**config.mk**
```make
export PLATFORM = sky130hd
export DESIGN_NAME = ps2_rx_sync
export DESIGN_NICKNAME = d
export VERILOG_FILES = /design/src/rtl/ps2_pkg.sv /design/src/rtl/ps2_line_filter.sv /design/src/rtl/ps2_rx_sync.sv
export SDC_FILE = /design/constraint.sdc
export NUM_CORES = 1
export LEC_CHECK = 0
export ABC_CLOCK_PERIOD_IN_PS = 2100
export CORE_MARGIN = 5
export CORE_UTILIZATION = 55
export CTS_BUF_LIST = sky130_fd_sc_hd__clkbuf_8
export DETAILED_ROUTE_END_ITERATION = 8
export PLACE_DENSITY = 0.81
export SETUP_SLACK_MARGIN = 0.05
export SYNTH_ARGS = -nofsm -noshare
export SYNTH_HDL_FRONTEND = slang
export SYNTH_SLANG_ARGS = --single-unit
```
**constraint.sdc**
```tcl
create_clock -name pclk -period 2.1 [get_ports pclk]
set_input_delay 0.21 -clock pclk [delete_from_list [all_inputs] [get_ports pclk]]
set_output_delay 0.21 -clock pclk [all_outputs]
set_load 0.03 [all_outputs]
```
**src/rtl/ps2_pkg.sv**
```systemverilog
// Shared definitions for the PS/2 receive path: FSM encoding, frame constants
// and the odd-parity helper.
package ps2_pkg;

  typedef enum logic [1:0] {
    IDLE   = 2'd0,
    DATA   = 2'd1,
    PARITY = 2'd2,
    STOP   = 2'd3
  } ps2_state_e;

  localparam int PS2_FRAME_BITS  = 11;
  localparam int PS2_TIMEOUT_CYC = 10000;

  function automatic logic odd_parity_ok(input logic [7:0] data, input logic parity);
    return ^{data, parity};
  endfunction

endpackage

```
**src/rtl/ps2_line_filter.sv**
```systemverilog
// PS/2 line conditioning: 2-FF synchronisers on clock and data, a
// FILTER_LEN-sample glitch filter on the clock and a falling-edge strobe.
module ps2_line_filter #(
  parameter int FILTER_LEN = 4
) (
  input  logic pclk,
  input  logic reset,
  input  logic ps2_clk_raw,
  input  logic ps2_data_raw,
  output logic clk_filt,
  output logic fall_strobe,
  output logic data_sync
);

  logic       clk_meta_q,  clk_meta_d;
  logic       clk_sync_q,  clk_sync_d;
  logic       data_meta_q, data_meta_d;
  logic       data_sync_q, data_sync_d;
  logic       filt_q,      filt_d;
  logic [3:0] cnt_q,       cnt_d;
  logic       strobe_q,    strobe_d;

  always_comb begin
    clk_meta_d  = ps2_clk_raw;
    clk_sync_d  = clk_meta_q;
    data_meta_d = ps2_data_raw;
    data_sync_d = data_meta_q;
    filt_d      = filt_q;
    cnt_d       = '0;
    // Count consecutive samples disagreeing with the filtered level; any
    // agreeing sample restarts the count.
    if (clk_sync_q != filt_q) begin
      if (cnt_q == 4'(FILTER_LEN - 1)) begin
        filt_d = clk_sync_q;
      end else begin
        cnt_d = cnt_q + 4'd1;
      end
    end
    strobe_d = filt_q & ~filt_d;
  end

  always_ff @(posedge pclk) begin
    if (reset) begin
      clk_meta_q  <= 1'b1;
      clk_sync_q  <= 1'b1;
      data_meta_q <= 1'b1;
      data_sync_q <= 1'b1;
      filt_q      <= 1'b1;
      cnt_q       <= '0;
      strobe_q    <= 1'b0;
    end else begin
      clk_meta_q  <= clk_meta_d;
      clk_sync_q  <= clk_sync_d;
      data_meta_q <= data_meta_d;
      data_sync_q <= data_sync_d;
      filt_q      <= filt_d;
      cnt_q       <= cnt_d;
      strobe_q    <= strobe_d;
    end
  end

  assign clk_filt    = filt_q;
  assign fall_strobe = strobe_q;
  assign data_sync   = data_sync_q;

endmodule

```
**src/rtl/ps2_rx_sync.sv**
```systemverilog
// PS/2 keyboard frame receiver on pclk: deserialises 11-bit frames and hands
// scancodes out on a valid/ack level handshake. Define PS2_RX_INHIBIT_EN to hold the keyboard clock low while a byte is pending.
//
// state  | meaning
// IDLE   | waiting for a start bit (data=0 on strobe)
// DATA   | shifting in 8 data bits, LSB first
// PARITY | capturing the odd-parity bit
// STOP   | checking stop bit and parity, delivering the byte
module ps2_rx_sync
  import ps2_pkg::*;
#(
  parameter int FILTER_LEN  = 4,
  parameter int TIMEOUT_CYC = PS2_TIMEOUT_CYC,
  parameter int TO_W        = 14
) (
  input  logic       pclk,
  input  logic       reset,
  input  logic       ps2_clk_in,
  input  logic       ps2_data_in,
  output logic       ps2_clk_oe,
  output logic [7:0] rx_data,
  output logic       rx_valid,
  input  logic       rx_ack,
  output logic       rx_err,
  output logic       overrun
);

  logic clk_filt, fall_strobe, data_sync, strb;

  ps2_line_filter #(.FILTER_LEN(FILTER_LEN)) u_line_filter (
    .pclk        (pclk),
    .reset       (reset),
    .ps2_clk_raw (ps2_clk_in),
    .ps2_data_raw(ps2_data_in),
    .clk_filt    (clk_filt),
    .fall_strobe (fall_strobe),
    .data_sync   (data_sync)
  );

  ps2_state_e      state_q,    state_d;
  logic [2:0]      bitcnt_q,   bitcnt_d;
  logic [7:0]      sr_q,       sr_d;
  logic            parity_q,   parity_d;
  logic [TO_W-1:0] to_cnt_q,   to_cnt_d;
  logic [7:0]      rx_data_q,  rx_data_d;
  logic            rx_valid_q, rx_valid_d;
  logic            rx_err_q,   rx_err_d;
  logic            overrun_q,  overrun_d;
  logic            clk_oe_q,   clk_oe_d;
  logic            mask_q,     mask_d;

  // Edges seen while inhibiting, or before the line has recovered high,
  // are artefacts of our own pull-down and must not be taken as bits.
  assign strb = fall_strobe & ~clk_oe_q & ~mask_q;

  always_comb begin
    state_d    = state_q;
    bitcnt_d   = bitcnt_q;
    sr_d       = sr_q;
    parity_d   = parity_q;
    rx_data_d  = rx_data_q;
    rx_valid_d = rx_valid_q;
    rx_err_d   = 1'b0;
    overrun_d  = 1'b0;
    to_cnt_d   = (state_q == IDLE) ? '0 : to_cnt_q + 1'b1;

    if (rx_ack && rx_valid_q) rx_valid_d = 1'b0;

    if (strb) begin
      to_cnt_d = '0;
      case (state_q)
        IDLE: begin
          if (!data_sync) begin
            state_d  = DATA;
            bitcnt_d = '0;
          end
        end
        DATA: begin
          sr_d     = {data_sync, sr_q[7:1]};
          bitcnt_d = bitcnt_q + 3'd1;
          if (bitcnt_q == 3'd7) state_d = PARITY;
        end
        PARITY: begin
          parity_d = data_sync;
          state_d  = STOP;
        end
        STOP: begin
          state_d = IDLE;
          if (data_sync && odd_parity_ok(sr_q, parity_q)) begin
            if (!rx_valid_q || rx_ack) begin
              rx_data_d  = sr_q;
              rx_valid_d = 1'b1;
            end else begin
              overrun_d = 1'b1;
            end
          end else begin
            rx_err_d = 1'b1;
          end
        end
        default: state_d = IDLE;
      endcase
    end else if (state_q != IDLE && to_cnt_q == TO_W'(TIMEOUT_CYC - 1)) begin
      rx_err_d = 1'b1;
      state_d  = IDLE;
      to_cnt_d = '0;
    end

`ifdef PS2_RX_INHIBIT_EN
    clk_oe_d = rx_valid_q && (state_q == IDLE);
`else
    clk_oe_d = 1'b0;
`endif
    mask_d = clk_oe_q | (mask_q & ~clk_filt);
  end

  always_ff @(posedge pclk) begin
    if (reset) begin
      state_q    <= IDLE;
      bitcnt_q   <= '0;
      sr_q       <= '0;
      parity_q   <= 1'b0;
      to_cnt_q   <= '0;
      rx_data_q  <= 8'h00;
      rx_valid_q <= 1'b0;
      rx_err_q   <= 1'b0;
      overrun_q  <= 1'b0;
      clk_oe_q   <= 1'b0;
      mask_q     <= 1'b0;
    end else begin
      state_q    <= state_d;
      bitcnt_q   <= bitcnt_d;
      sr_q       <= sr_d;
      parity_q   <= parity_d;
      to_cnt_q   <= to_cnt_d;
      rx_data_q  <= rx_data_d;
      rx_valid_q <= rx_valid_d;
      rx_err_q   <= rx_err_d;
      overrun_q  <= overrun_d;
      clk_oe_q   <= clk_oe_d;
      mask_q     <= mask_d;
    end
  end

  assign ps2_clk_oe = clk_oe_q;
  assign rx_data    = rx_data_q;
  assign rx_valid   = rx_valid_q;
  assign rx_err     = rx_err_q;
  assign overrun    = overrun_q;

endmodule

```
# == After elaboration in Yosys (flattened, before gate mapping) ==
# Cells that the tools add are included.
# totals
register_bits,50
in_bits,5
# op_classes
n_addsub,3
bitwise_logic,10
n_reduce_logical,18
n_eq_ne,10
muxes,19
# ops
cell,n
"14-bit by 1-bit adder with 14-bit output, second input constant",1
"14-bit equality test, second input constant",1
1-bit 2-to-1 mux,12
9-bit XOR reduction,1
2-bit 2-to-1 mux,4
2-bit case mux with 4 select lines,1
4-bit OR reduction,2
1-bit inverter,7
"3-bit inequality test, second input constant",2
3-bit case mux with 2 select lines,1
3-bit AND reduction,2
2-bit nonzero test,3
"4-bit by 1-bit adder with 4-bit output, second input constant",1
"2-bit equality test, second input constant",2
"4-bit by 2-bit equality test with 1-bit output, second input constant",1
2-bit AND reduction,2
4-bit AND reduction,1
"3-bit by 1-bit adder with 3-bit output, second input constant",1
1-bit AND,3
"3-bit equality test, second input constant",1
1-bit logical AND,3
3-bit 2-to-1 mux,1
3-bit OR reduction,1
"2-bit by 1-bit equality test with 1-bit output, second input constant",1
other kinds (5),5

# == Longest topological paths before layout ==
# depth
ltp_word,6
depth_mapped,7
depth_no_buf,6

# == Modules after synthesis ==
# A second synthesis with hierarchy kept.
# unflattened
cells_unflattened,226
hier_area_um2,2274.7
# by_module_without_submodules
module,area_per_inst_um2,instances,cells_each,seq_area_each_um2
ps2_rx_sync,1940.6,1,196,800.8
ps2_line_filter,334.1,1,30,200.2

# == Least setup slack after synthesis ==
# OpenSTA, ideal clock, no wires.
# synth_timing
path_kind,register -> register
start,register to_cnt_q[0]
end,register to_cnt_q[10]
arrival_time_ps,1532
setup_ps,128
period_less_slack_ps,1659
path_stages_with_launch,8
required_ps,1972
path_slack_ps,441
path_cell_list,dfxtp_1 ha_1 and3_1 clkbuf_1 nand4_1 nand2_1 clkbuf_1 nor2_1
# synth_between
elab_chain_len,3
elab_cells_between_ends,4
# synth_rtl
item,line_no,text
start: declaration,ps2_rx_sync.sv:44,"logic [TO_W-1:0] to_cnt_q, to_cnt_d;"
start signal: assignment,ps2_rx_sync.sv:134,to_cnt_q <= to_cnt_d;
branches (longest 3 deep; another with 14-bit by 1-bit adder with 14-bit output),-,
# Several ways; the timed one is not identified.
# A chain may end at the register's enable or synchronous reset.

# == Final worst setup path ==
# layout_timing
start,register sr_q[7]
end,register rx_data_q[5] (netlist: rx_data[5])
# layout_between
elab_chain_len,3
# layout_rtl
item,line_no,text
start: declaration,ps2_rx_sync.sv:42,"logic [7:0] sr_q, sr_d;"
start signal: assignment,ps2_rx_sync.sv:132,sr_q <= sr_d;
9-bit XOR reduction,ps2_pkg.sv:16,"return ^{data, parity};"
1-bit logical AND,ps2_rx_sync.sv:89,"if (data_sync && odd_parity_ok(sr_q, parity_q)) begin"
4-bit AND reduction (no source line),-,
end signal: assignment,ps2_rx_sync.sv:135,rx_data_q <= rx_data_d;
end: declaration,ps2_rx_sync.sv:45,"logic [7:0] rx_data_q, rx_data_d;"
# Every way passes these cells.

==> results.yml <==
power_and_ir_drop:
  power_leakage_nw: 0.964
  peakVddDrop_mv: 0.560
  power_density_nw_per_um2: 662
  power.total_mw: 1.63
timing:
  tightest_slew_ns: 0.565
  setup_viol: 0
  slew_viol_final: 0
  post-route-period-util_pct: 85.4
  finalCriticalPeriod_ns: 1.79
  fin_worst_skew_ns: 0.00489
  timing.fmax_ghz: 0.558
  tns_ns: 0
  slew_headroom_pct: 62.3
  rsz0062_at_grt: "false"
  hold_viol_final: 0
clock_tree:
  cts_root_buf: "clkbuf_8"
  cts-resized-gates: 0
  clk_pin_slew_ns: 0.09
  cts_setup_buffers: 0
  clk_latency_ns: 0.29
  numCtsBuffers: 5
  htreeDepth: 2
  cts_tree: "built"
  hold_buffers: 0
  clock_path_buffers: 2
  cts.sinks: 50
grt:
  grt_max_degree: 21
  grt.total_usage_pct: 14.2
  grt_pass1_vias: 1390
  antenna_found_initial: 0
  grt-ovfl-total: 0
  grt_pass1_wl_um: 5900
cells_and_area:
  diodes: 0
  n_fill_cell: 326
  layout_common_cells: "dfxtp_1, nor2_1, nand2_1"
  final_common_cell: "dfxtp_1"
  area_delta_synth_final_pct: 14.0
  instances_no_fill: 291
  fin_area_um2: 2460
  drive_above_1_share_pct: 7.82
  layout.nets: 256
critical_path:
  end_kind: "flop"
  cp-start-kind: "flop"
  cp.arrival_ns: 2.02
  crit_fanout: 8
  crit_required_ns: 2.32
  crit_type: "flop to flop"
synth:
  ys_seq_area_share_pct: 46.4
  avgSynthCellArea_um2: 9.51
  syn_area_um2: 2160
  ys.flop_type: "dfxtp_1"
  yosysWarnings: 0
  synth.distinct_cells: 37
  syn-num-nets: 241
  ys_ff_latch: 50
  syn_inst: 227
  ys_async_sr_fraction_pct: 0
  synth_edf_count: 0
floorplanning:
  pin_count: 17
  die_h_um: 72.6
  die_x_um: 72.6
  initial_utilization_pct: 57.7
  num_rows: 22
  dieArea_um2: 5280
  core_um2: 3740
placement:
  place_inst: 283
  gp_congestion: 0.840
  postPlaceCellArea_um2: 2350
  port_buffers: 15
  dpl.hpwl_um: 2480
route:
  postRouteAntennaNets: 0
  wl_per_cell_um: 11.7
  first_pass_iters: 4
  vias_per_cell: 5.16
  drc: 0
  drtIter0Drc: 82
  wl_um: 3410
  vias: 1503
worst_hold_path:
  hold_path.class: "flop to flop"
run_status:
  status: "complete, no violations"
job:
  maxCapViolCount: 0
-- worst max-delay path, stage by stage (launching register included) --
cell and delay [ns]:
dfxtp_1 0.38, xnor3_1 0.46, nand4b_1 0.24, mux2i_4 0.39, mux2i_1 0.25
-- cells in the mapped netlist (2+ instances only) --
cell type  count  area, um2
ha_1           9        113
nor4_1         2       12.5
a32oi_1        2       17.5
and4_1         3       26.3
o21ai_0        2       10.0
clkbuf_1       8       30.0
nand3_1        9       45.0
or2_2          5       31.3
nand4_1        6       37.5
nand2b_1       2       12.5
xor2_1        12        105
and3_1         5       31.3
inv_1          5       18.8
mux2i_1       16        160
xnor2_1        7       61.3
a21oi_1        4       20.0
nand2_1       27        101
nor3_1         2       10.0
dfxtp_1       50       1000
o211ai_1       4       30.0
nor2_1        29        109
buf_2          2       10.0
nor3b_1        2       15.0
-- cells by family (layout without fill, tap and decap cells) --
logic type               after synthesis  after routing  share of synthesized area, %
AO/OA/AOI/OAI                         14             14                          4.41
XOR/XNOR                              21             21                          9.85
adder cells (fa/ha/maj)                9              9                          5.22
buffers and inverters                 16             32                          3.07
flip-flops                            50             50                          46.4
multiplexers                          17             17                          8.46
other                                  1              1                         0.174
AND/OR/NAND/NOR                       99             99                          22.4
-- final timing paths --
kind | startpoint | endpoint | slack, ns | depth (start not counted)
hold / removal | u_line_filter.clk_meta_q | u_line_filter.clk_sync_q | 0.42 | 1
setup / recovery | sr_q[7] | rx_data[5] | 0.31 | 4
hold reg to reg | u_line_filter.clk_meta_q | u_line_filter.clk_sync_q | 0.42 | 1
setup reg to reg | sr_q[7] | rx_data[5] | 0.31 | 4
-- stage by stage --
stage,hold WS (ns),util (%),setup slack [ns]
finish,0.416,65.7,0.307
global route,0.440,65.7,0.198
detailed placement,0.397,62.8,0.330
global placement,0.392,62.8,0.398
CTS,0.419,65.7,0.276
floorplan,0.314,-,0.441
-- layer usage --
layer  vias up  routed length, um  global-route usage (%)
li1        796                  -                       -
met1       682               1770                    18.7
met2        21               1460                    22.0
met3         4                121                    3.72
met4         0                 52                    6.15
met5         -                  0                       0
-- report_power, final --
part	switching, mW	internal [mW]
clock network	0.295	0.350
registers	0.00271	0.951
logic	0.0179	0.0130
total	0.315	1.31
-- state kept, by name, summed over array words and instances (netlist names) --
name,flops
sr_q,8
mask_q,1
state_q,2
rx_data,8
parity_q,1
u_line_filter.data_sync,1
u_line_filter.clk_meta_q,1
rx_err,1
rx_valid,1
u_line_filter.fall_strobe,1
bitcnt_q,3
u_line_filter.data_meta_q,1
u_line_filter.clk_filt,1
u_line_filter.clk_sync_q,1
overrun,1
u_line_filter.cnt_q,4
to_cnt_q,14
-- final cells by class --
type                       count  area (um2)  share of cell area, %
timing repair buffer          19         180                   7.32
clock inverter                 3        41.3                   1.68
tap                           48        60.1                   2.44
multi-input combinational    161        1090                   44.3
clock buffer                   5        68.8                   2.80
inverter                       5        18.8                  0.763
sequential                    50        1000                   40.7
(Power assumes the default switching activity.)
